`src/rtl/servo_cmd_seq.sv`:
```
// servo_cmd_seq
// -------------
// Command sequencer that sits in front of the continuous-rotation servo PWM
// stage. Two raw push buttons are synchronized and debounced. Each rising
// edge of a debounced level becomes a one-cycle request. The FSM turns an
// accepted request into an open or close level command. That command is held
// for RUN_CYCLES, which sets the rotation distance. The FSM also tracks the
// mechanism position, so a request that matches the current position is
// dropped.
//
// Optional feature macro: SERVO_CMD_SETTLE_EN
//   defined   : after every completed move the FSM sits in SETTLE for
//               SETTLE_CYCLES cycles (commands low, busy high, requests
//               dropped) before returning to IDLE.
//   undefined : SETTLE, its counter and the SETTLE_CYCLES parameter are
//               compiled out; completion returns straight to IDLE.
//
// Handshake: there is no valid/ready traffic here. Requests are single-cycle
// pulses that are consumed only in IDLE; in any other state they are
// discarded, never queued.
//
// Ports
//   clk        in   system clock
//   rst_n      in   asynchronous active-low reset
//   btn_open   in   raw open button, asynchronous, active high
//   btn_close  in   raw close button, asynchronous, active high
//   abort      in   synchronous, active high; cancels a move in progress
//   open       out  registered open command to the PWM stage
//   close      out  registered close command to the PWM stage
//   busy       out  high whenever the FSM is not in IDLE
//   done       out  one-cycle pulse when a move completes normally
//   is_open    out  position flag, 1 = open, 0 = closed
module servo_cmd_seq #(
  parameter int unsigned DEBOUNCE_CYCLES = 32'd1000000,
  parameter int unsigned RUN_CYCLES      = 32'd100000000
`ifdef SERVO_CMD_SETTLE_EN
  ,
  parameter int unsigned SETTLE_CYCLES   = 32'd20000000
`endif
) (
  input  logic clk,
  input  logic rst_n,
  input  logic btn_open,
  input  logic btn_close,
  input  logic abort,
  output logic open,
  output logic close,
  output logic busy,
  output logic done,
  output logic is_open
);

  localparam logic [31:0] DB_LAST  = DEBOUNCE_CYCLES - 32'd1;
  localparam logic [31:0] RUN_LAST = RUN_CYCLES - 32'd1;
`ifdef SERVO_CMD_SETTLE_EN
  localparam logic [31:0] SETTLE_LAST = SETTLE_CYCLES - 32'd1;
`endif

  typedef enum logic [1:0] {
    ST_IDLE      = 2'd0,
    ST_RUN_OPEN  = 2'd1,
    ST_RUN_CLOSE = 2'd2
`ifdef SERVO_CMD_SETTLE_EN
    ,
    ST_SETTLE    = 2'd3
`endif
  } state_e;

  // Bit 0 carries the open button, bit 1 carries the close button.
  logic [1:0]       sync1_q, sync1_d;
  logic [1:0]       sync2_q, sync2_d;
  logic [1:0]       deb_q, deb_d;
  logic [1:0]       deb_prev_q, deb_prev_d;
  logic [1:0]       req_q, req_d;
  logic [1:0][31:0] db_cnt_q, db_cnt_d;

  state_e      state_q, state_d;
  logic [31:0] run_cnt_q, run_cnt_d;
`ifdef SERVO_CMD_SETTLE_EN
  logic [31:0] settle_cnt_q, settle_cnt_d;
`endif
  logic        is_open_q, is_open_d;
  logic        done_q, done_d;
  logic        open_q, open_d;
  logic        close_q, close_d;

  // ---------------------------------------------------------------------
  // Input conditioning: 2-flop synchronizer, debounce, rising-edge request
  // ---------------------------------------------------------------------
  always_comb begin
    sync1_d    = {btn_close, btn_open};
    sync2_d    = sync1_q;
    deb_d      = deb_q;
    db_cnt_d   = db_cnt_q;
    deb_prev_d = deb_q;
    for (int i = 0; i < 2; i++) begin
      if (sync2_q[i] != deb_q[i]) begin
        // The new level must still differ on the cycle where the count
        // reaches its last value, so a pulse shorter than the window never
        // flips the debounced level.
        if (db_cnt_q[i] == DB_LAST) begin
          deb_d[i]    = sync2_q[i];
          db_cnt_d[i] = '0;
        end else begin
          db_cnt_d[i] = db_cnt_q[i] + 32'd1;
        end
      end else begin
        db_cnt_d[i] = '0;
      end
    end
    // Only rising edges of the debounced level become requests.
    req_d = deb_q & ~deb_prev_q;
  end

  // ---------------------------------------------------------------------
  // FSM: state register (with all other flops)
  // ---------------------------------------------------------------------
  always_ff @(posedge clk or negedge rst_n) begin
    if (!rst_n) begin
      sync1_q      <= '0;
      sync2_q      <= '0;
      deb_q        <= '0;
      deb_prev_q   <= '0;
      req_q        <= '0;
      db_cnt_q     <= '0;
      state_q      <= ST_IDLE;
      run_cnt_q    <= '0;
`ifdef SERVO_CMD_SETTLE_EN
      settle_cnt_q <= '0;
`endif
      is_open_q    <= 1'b0;
      done_q       <= 1'b0;
      open_q       <= 1'b0;
      close_q      <= 1'b0;
    end else begin
      sync1_q      <= sync1_d;
      sync2_q      <= sync2_d;
      deb_q        <= deb_d;
      deb_prev_q   <= deb_prev_d;
      req_q        <= req_d;
      db_cnt_q     <= db_cnt_d;
      state_q      <= state_d;
      run_cnt_q    <= run_cnt_d;
`ifdef SERVO_CMD_SETTLE_EN
      settle_cnt_q <= settle_cnt_d;
`endif
      is_open_q    <= is_open_d;
      done_q       <= done_d;
      open_q       <= open_d;
      close_q      <= close_d;
    end
  end

  // ---------------------------------------------------------------------
  // FSM: next-state logic
  // ---------------------------------------------------------------------
  always_comb begin
    state_d      = state_q;
    run_cnt_d    = run_cnt_q;
`ifdef SERVO_CMD_SETTLE_EN
    settle_cnt_d = settle_cnt_q;
`endif
    is_open_d    = is_open_q;
    done_d       = 1'b0;
    case (state_q)
      ST_IDLE: begin
        // Close is checked first, so when both requests arrive together the
        // one that moves the mechanism away from its current position wins.
        if (req_q[1] && is_open_q) begin
          state_d = ST_RUN_CLOSE;
        end else if (req_q[0] && !is_open_q) begin
          state_d = ST_RUN_OPEN;
        end
      end
      ST_RUN_OPEN, ST_RUN_CLOSE: begin
        if (abort) begin
          // Cancelled move: the position is left as it was, and no done.
          state_d   = ST_IDLE;
          run_cnt_d = '0;
        end else if (run_cnt_q == RUN_LAST) begin
          run_cnt_d = '0;
          is_open_d = ~is_open_q;
          done_d    = 1'b1;
`ifdef SERVO_CMD_SETTLE_EN
          state_d   = ST_SETTLE;
`else
          state_d   = ST_IDLE;
`endif
        end else begin
          run_cnt_d = run_cnt_q + 32'd1;
        end
      end
`ifdef SERVO_CMD_SETTLE_EN
      ST_SETTLE: begin
        if (settle_cnt_q == SETTLE_LAST) begin
          settle_cnt_d = '0;
          state_d      = ST_IDLE;
        end else begin
          settle_cnt_d = settle_cnt_q + 32'd1;
        end
      end
`endif
      default: begin
        state_d = ST_IDLE;
      end
    endcase
  end

  // ---------------------------------------------------------------------
  // FSM: outputs. The commands are decoded from the next state and then
  // registered, so they change on the same edge as the state.
  // ---------------------------------------------------------------------
  always_comb begin
    open_d  = (state_d == ST_RUN_OPEN);
    close_d = (state_d == ST_RUN_CLOSE);
  end

  assign open    = open_q;
  assign close   = close_q;
  assign done    = done_q;
  assign is_open = is_open_q;
  assign busy    = (state_q != ST_IDLE);

endmodule

```
`config.mk`:
```
export PLATFORM = sky130hd
export DESIGN_NAME = servo_cmd_seq
export DESIGN_NICKNAME = d
export VERILOG_FILES = /design/src/rtl/servo_cmd_seq.sv
export SDC_FILE = /design/constraint.sdc
export NUM_CORES = 1
export LEC_CHECK = 0
export BUFFER_PORTS_ARGS = -buffer_cell sky130_fd_sc_hd__buf_2
export CAP_MARGIN = 0
export CORE_MARGIN = 4
export CORE_UTILIZATION = 40
export DETAILED_ROUTE_END_ITERATION = 8
export PLACE_DENSITY_LB_ADDON = 0.2
export SLEW_MARGIN = 20
export SYNTH_ARGS = -nofsm -noshare
export SYNTH_HDL_FRONTEND = slang
export SYNTH_SLANG_ARGS = --single-unit
```
`constraint.sdc`:
```
create_clock -name clk -period 2.3 [get_ports clk]
set_input_delay 0.46 -clock clk [delete_from_list [all_inputs] [get_ports clk]]
set_output_delay 0.46 -clock clk [all_outputs]
set_load 0.01 [all_outputs]
```
== Yosys cells after proc, flatten, opt, wreduce, memory -nomap -nowiden ==
Cells that the tools add are included.

* Bits in registers: 112
* Word-level logic and storage cells: 53

* Reductions and logical operators: 9
* Bitwise gates (word level): 4
* $add $sub $neg: 3
* Multiplexer cells: 14
* Equal/unequal tests: 9

{| class="wikitable"
|+ Operators with widths
! kind !! count
|-
| 32-bit two-way mux || 6
|-
| 32-bit by 1-bit adder with 32-bit output (second input constant) || 3
|-
| 32-bit by 20-bit equality test with 1-bit output (second input constant) || 2
|-
| 32-bit by 27-bit equality test with 1-bit output (second input constant) || 1
|-
| 2-bit two-way mux || 4
|-
| 2-bit by 1-bit equality test with 1-bit output (second input constant) || 2
|-
| 2-bit equality test (second input constant) || 2
|-
| 2-bit one-hot mux with 2 select lines || 1
|-
| 2-bit AND reduction || 2
|-
| 1-bit two-way mux || 3
|-
| 3-bit AND reduction || 1
|-
| 2-bit AND || 1
|-
| 1-bit logical AND || 2
|-
| 2-bit logical NOT || 1
|-
| 1-bit inequality test || 2
|-
| 1-bit NOT || 2
|-
| 2-bit NOT || 1
|-
| 2-bit nonzero test || 1
|-
| 2-bit OR reduction || 1
|-
| 1-bit logical NOT || 1
|}

== Longest topological paths before layout ==
* Depth after elaboration: 6
* Depth in mapped cells: 8

== Worst setup path after synthesis ==
Ideal clock, no wire load.

* Path type: reg2reg
* From: register state_q[0]
* To: register run_cnt_q[16]
* Slack: 0.413 ns
* Data required time: 2.181 ns
* Arrival time: 1.768 ns
* Setup time: 0.119 ns
* Stages on the path, launching flop included: 9
* Path through: dfrtp_1 > inv_1 > ha_1 > buf_2 > nand2_1 > or3_1 > nor4_1 > xnor2_1 > nor2_1

* Longest elaborated chain between the ends: 2
* Elaborated cells between the ends (all ways): 3

{| class="wikitable"
|+ Ends and longest elaborated chain
! what !! line !! text
|-
| from (decl) || 77 || <nowiki>state_e state_q, state_d;</nowiki>
|-
| from (signal assigned) || 142 || <nowiki>state_q <= state_d;</nowiki>
|-
| 2-bit by 1-bit equality test with 1-bit output / 2-bit equality test (equally long branches) || 165 || <nowiki>case (state_q)</nowiki>
|-
| 2-bit OR reduction (*) || 165 ||
|-
| to (signal assigned) || 143 || <nowiki>run_cnt_q <= run_cnt_d;</nowiki>
|-
| to (decl) || 78 || <nowiki>logic [31:0] run_cnt_q, run_cnt_d;</nowiki>
|}

Every way passes the cells marked *; elsewhere a longest branch is shown, timed or not.
A chain may end at the register's enable or synchronous reset.

== Final worst setup path ==
Ends and elaborated chain as after synthesis.

==> reports/results.ini <==
[run_status]
status=completed

[run]
max_cap_viol_count=0

[critical_path]
slowest_delay_ps=460
critPathCaptureType=register
cp_max_fo=8
cp-start-kind=register
worstSetupPathType=register to register
crit_required_ps=2550
critPathTopFamily=simple AND/OR/NAND/NOR gates
critical_path_buf_inv_count=1
slowest_stage=ha_1
reg2reg_from=state_q[0]$_DFF_PN0_
worstSetupStartpoint=state_q[0]$_DFF_PN0_
crit_arrival_ps=2300
cp_cell_sequence=inv_1 -> ha_1 -> nand2_1 -> or3_1 -> nor4_1 -> xnor2_1 -> nor2_1

[grt]
grt_max_degree=41
grt_pass1_wl_um=19800
antenna_found_initial=0
grt_use_total=0.150
grt_pass1_vias=4066
grt.overflow.total=0

[power_and_ir_drop]
p_total_w=0.00387
p_leak_nw=2.72
peakVddDrop_v=0.000365
p_per_area_nw_per_um2=620

[cts]
cts_setup_buffers=0
clockRootBuffer=clkbuf_16
cts.sinks=112
cts_tree=built
cts_hold_buf=0
cts.repair.resized=0
cts_max_level=3
cts_buffers=9
clk_pin_slew_worst_paths_ps=70
clk_latency_ps=360
clk_path_buf_depth=2

[sta]
fin_skew_ps=6.91
setup_slack_ps=244
hold_slack_ps=82.5
setup_tns_ps=0
rsz0062_at_grt=no
hold_violations=0
timing.final.crit_share=0.894
maxSlewHeadroom=0.625
setup_violations=0
tightest_slew_ps=562
timing.fmax_ghz=0.486
slew_viol_final=0
period_minus_slack_ps=2060

[placement]
hpwl_um=7560
place.gp.congestion=0.824
io_buffer_count=9
post-place-ws_ps=234

[final_layout]
layout-drive-gt1-share=0.101
multi_input_area_um2=2610
insertedDiodeCount=0
seq_area_um2=2800
n_fill_cell=1267
nNetsFinal=589
area_delta_synth_final_pct=11.5

[logic_synthesis]
yosysWarnings=0
ys.flop_type=dfrtp_1
seq_area_frac_synth=0.501
async_flop_share=1.00
syn_nets=577
avgSynthCellArea_um2=9.87
synth-seq-cells=112
synth_area_um2=5600
synth_cell_type_count=51
synth_cells=567
synth_edf_count=0

[drt]
routed_wl_um=11200
first_iter_violations=302
detail_route.wl_per_cell_um=14.7
drcViolationCount=0
viasPerCell=5.35
ant_nets=0
dr.pass1.iters=4
vias=4066

[min_path]
worstHoldPathType=input pin to async pin

[die]
num_rows=42
start_util=0.416
coreArea_um2=13500
die_w_um=126
dieArea_um2=15900
die-height_um=126
ioPinCount=10

==> cell usage in the layout (no fill, tap or decap), drive strengths merged, types with 2 or more instances in the layout <==
| master | instances |
|---|---|
| and4 | 16 |
| nor2 | 93 |
| and3 | 14 |
| dfrtp | 112 |
| nor3b | 2 |
| xnor2 | 21 |
| a31oi | 9 |
| nor3 | 8 |
| or3 | 4 |
| xor2 | 55 |
| nor4b | 6 |
| o21ai | 7 |
| nor4 | 14 |
| inv | 16 |
| nand3 | 35 |
| ha | 5 |
| mux2i | 2 |
| clkinv | 3 |
| nand2 | 36 |
| bufinv | 2 |
| a41oi | 4 |
| mux2 | 3 |
| clkbuf | 10 |
| a21oi | 17 |
| nor2b | 3 |
| nand4 | 38 |
| and2 | 8 |
| buf | 26 |
| or2 | 2 |
==> through the flow <==
| step | cell area (µm²) | std cells | utilization |
|---|---|---|---|
| global placement | 5910 | 744 | 0.439 |
| CTS | 6240 | 760 | 0.464 |
| global route | 6240 | 760 | 0.464 |
| finish | 6240 | 760 | 0.464 |
| detailed placement | 5910 | 744 | 0.439 |
| floorplan | 5600 | 567 | - |
==> cell families after synthesis <==
| kind of cell | after synthesis | synth area share |
|---|---|---|
| buf+inv | 40 | 0.0333 |
| compound gates | 45 | 0.0501 |
| xor+xnor | 76 | 0.119 |
| mux | 5 | 0.00961 |
| fa+ha+maj | 5 | 0.0112 |
| simple gates | 284 | 0.276 |
| flops | 112 | 0.501 |
==> registers in the layout (all words and copies together) (netlist names) <==
signal,flops
is_open,1
state_q,2
deb_prev_q,2
deb_prev_d,2
sync2_q,2
run_cnt_q,32
req_q,2
close,1
sync1_q,2
db_cnt_q,64
open,1
done,1
==> Yosys cell counts, drive strengths merged, types with 2 or more instances <==
library cell	count	area (µm²)
ha	5	62.6
nor4b	6	52.6
nor3b	2	25.0
nor4	14	124
nor2b	3	18.8
or2	2	12.5
inv	15	56.3
a41oi	4	35.0
o21ai	7	35.0
and4	16	140
or3	4	25.0
clkbuf	11	45.1
xor2	55	482
and3	14	90.1
nand4	38	259
nand2	36	135
mux2	3	33.8
nor2	93	352
nand3	35	180
a31oi	9	56.3
buf	14	85.1
a21oi	17	88.8
dfrtp	112	2800
xnor2	21	184
and2	8	50.1
mux2i	2	20.0
nor3	8	40.0
==> final timing paths <==
check | slack [ps] | end | cells past startpoint
worst max-delay path | 240 | run_cnt_q[16]$_DFFE_PN0P_ | 7
worst min-delay path | 80 | run_cnt_q[31]$_DFFE_PN0P_ | 1
worst max register to register | 240 | run_cnt_q[16]$_DFFE_PN0P_ | 7
worst min register to register | 350 | sync2_q[1]$_DFF_PN0_ | 0
max in group asynchronous | 1600 | sync1_q[0]$_DFF_PN0_ | 2
min in group clk | 210 | sync1_q[0]$_DFF_PN0_ | 1
==> report_power, final <==
group	switching (W)	total (W)	internal (W)
clock network	0.000733	0.00172	0.000991
registers	0.0000305	0.00202	0.00199
logic	0.0000809	0.000122	0.0000406
==> final cells by class <==
type | count | share of cell area
Multi-Input combinational cell | 415 | 0.418
Clock inverter | 6 | 0.0146
Inverter | 15 | 0.00902
Clock buffer | 10 | 0.0383
Tap cell | 176 | 0.0353
Timing Repair Buffer | 26 | 0.0361
Sequential cell | 112 | 0.449
==> metal layers <==
layer | routed length (µm) | up-vias | GRT usage
li1 | - | 2014 | -
met1 | 5450 | 2002 | 0.202
met2 | 5270 | 40 | 0.238
met3 | 271 | 10 | 0.0368
met4 | 163 | 0 | 0.0517
met5 | 0 | - | 0
Note: power is estimated with default switching activity, not from simulation.
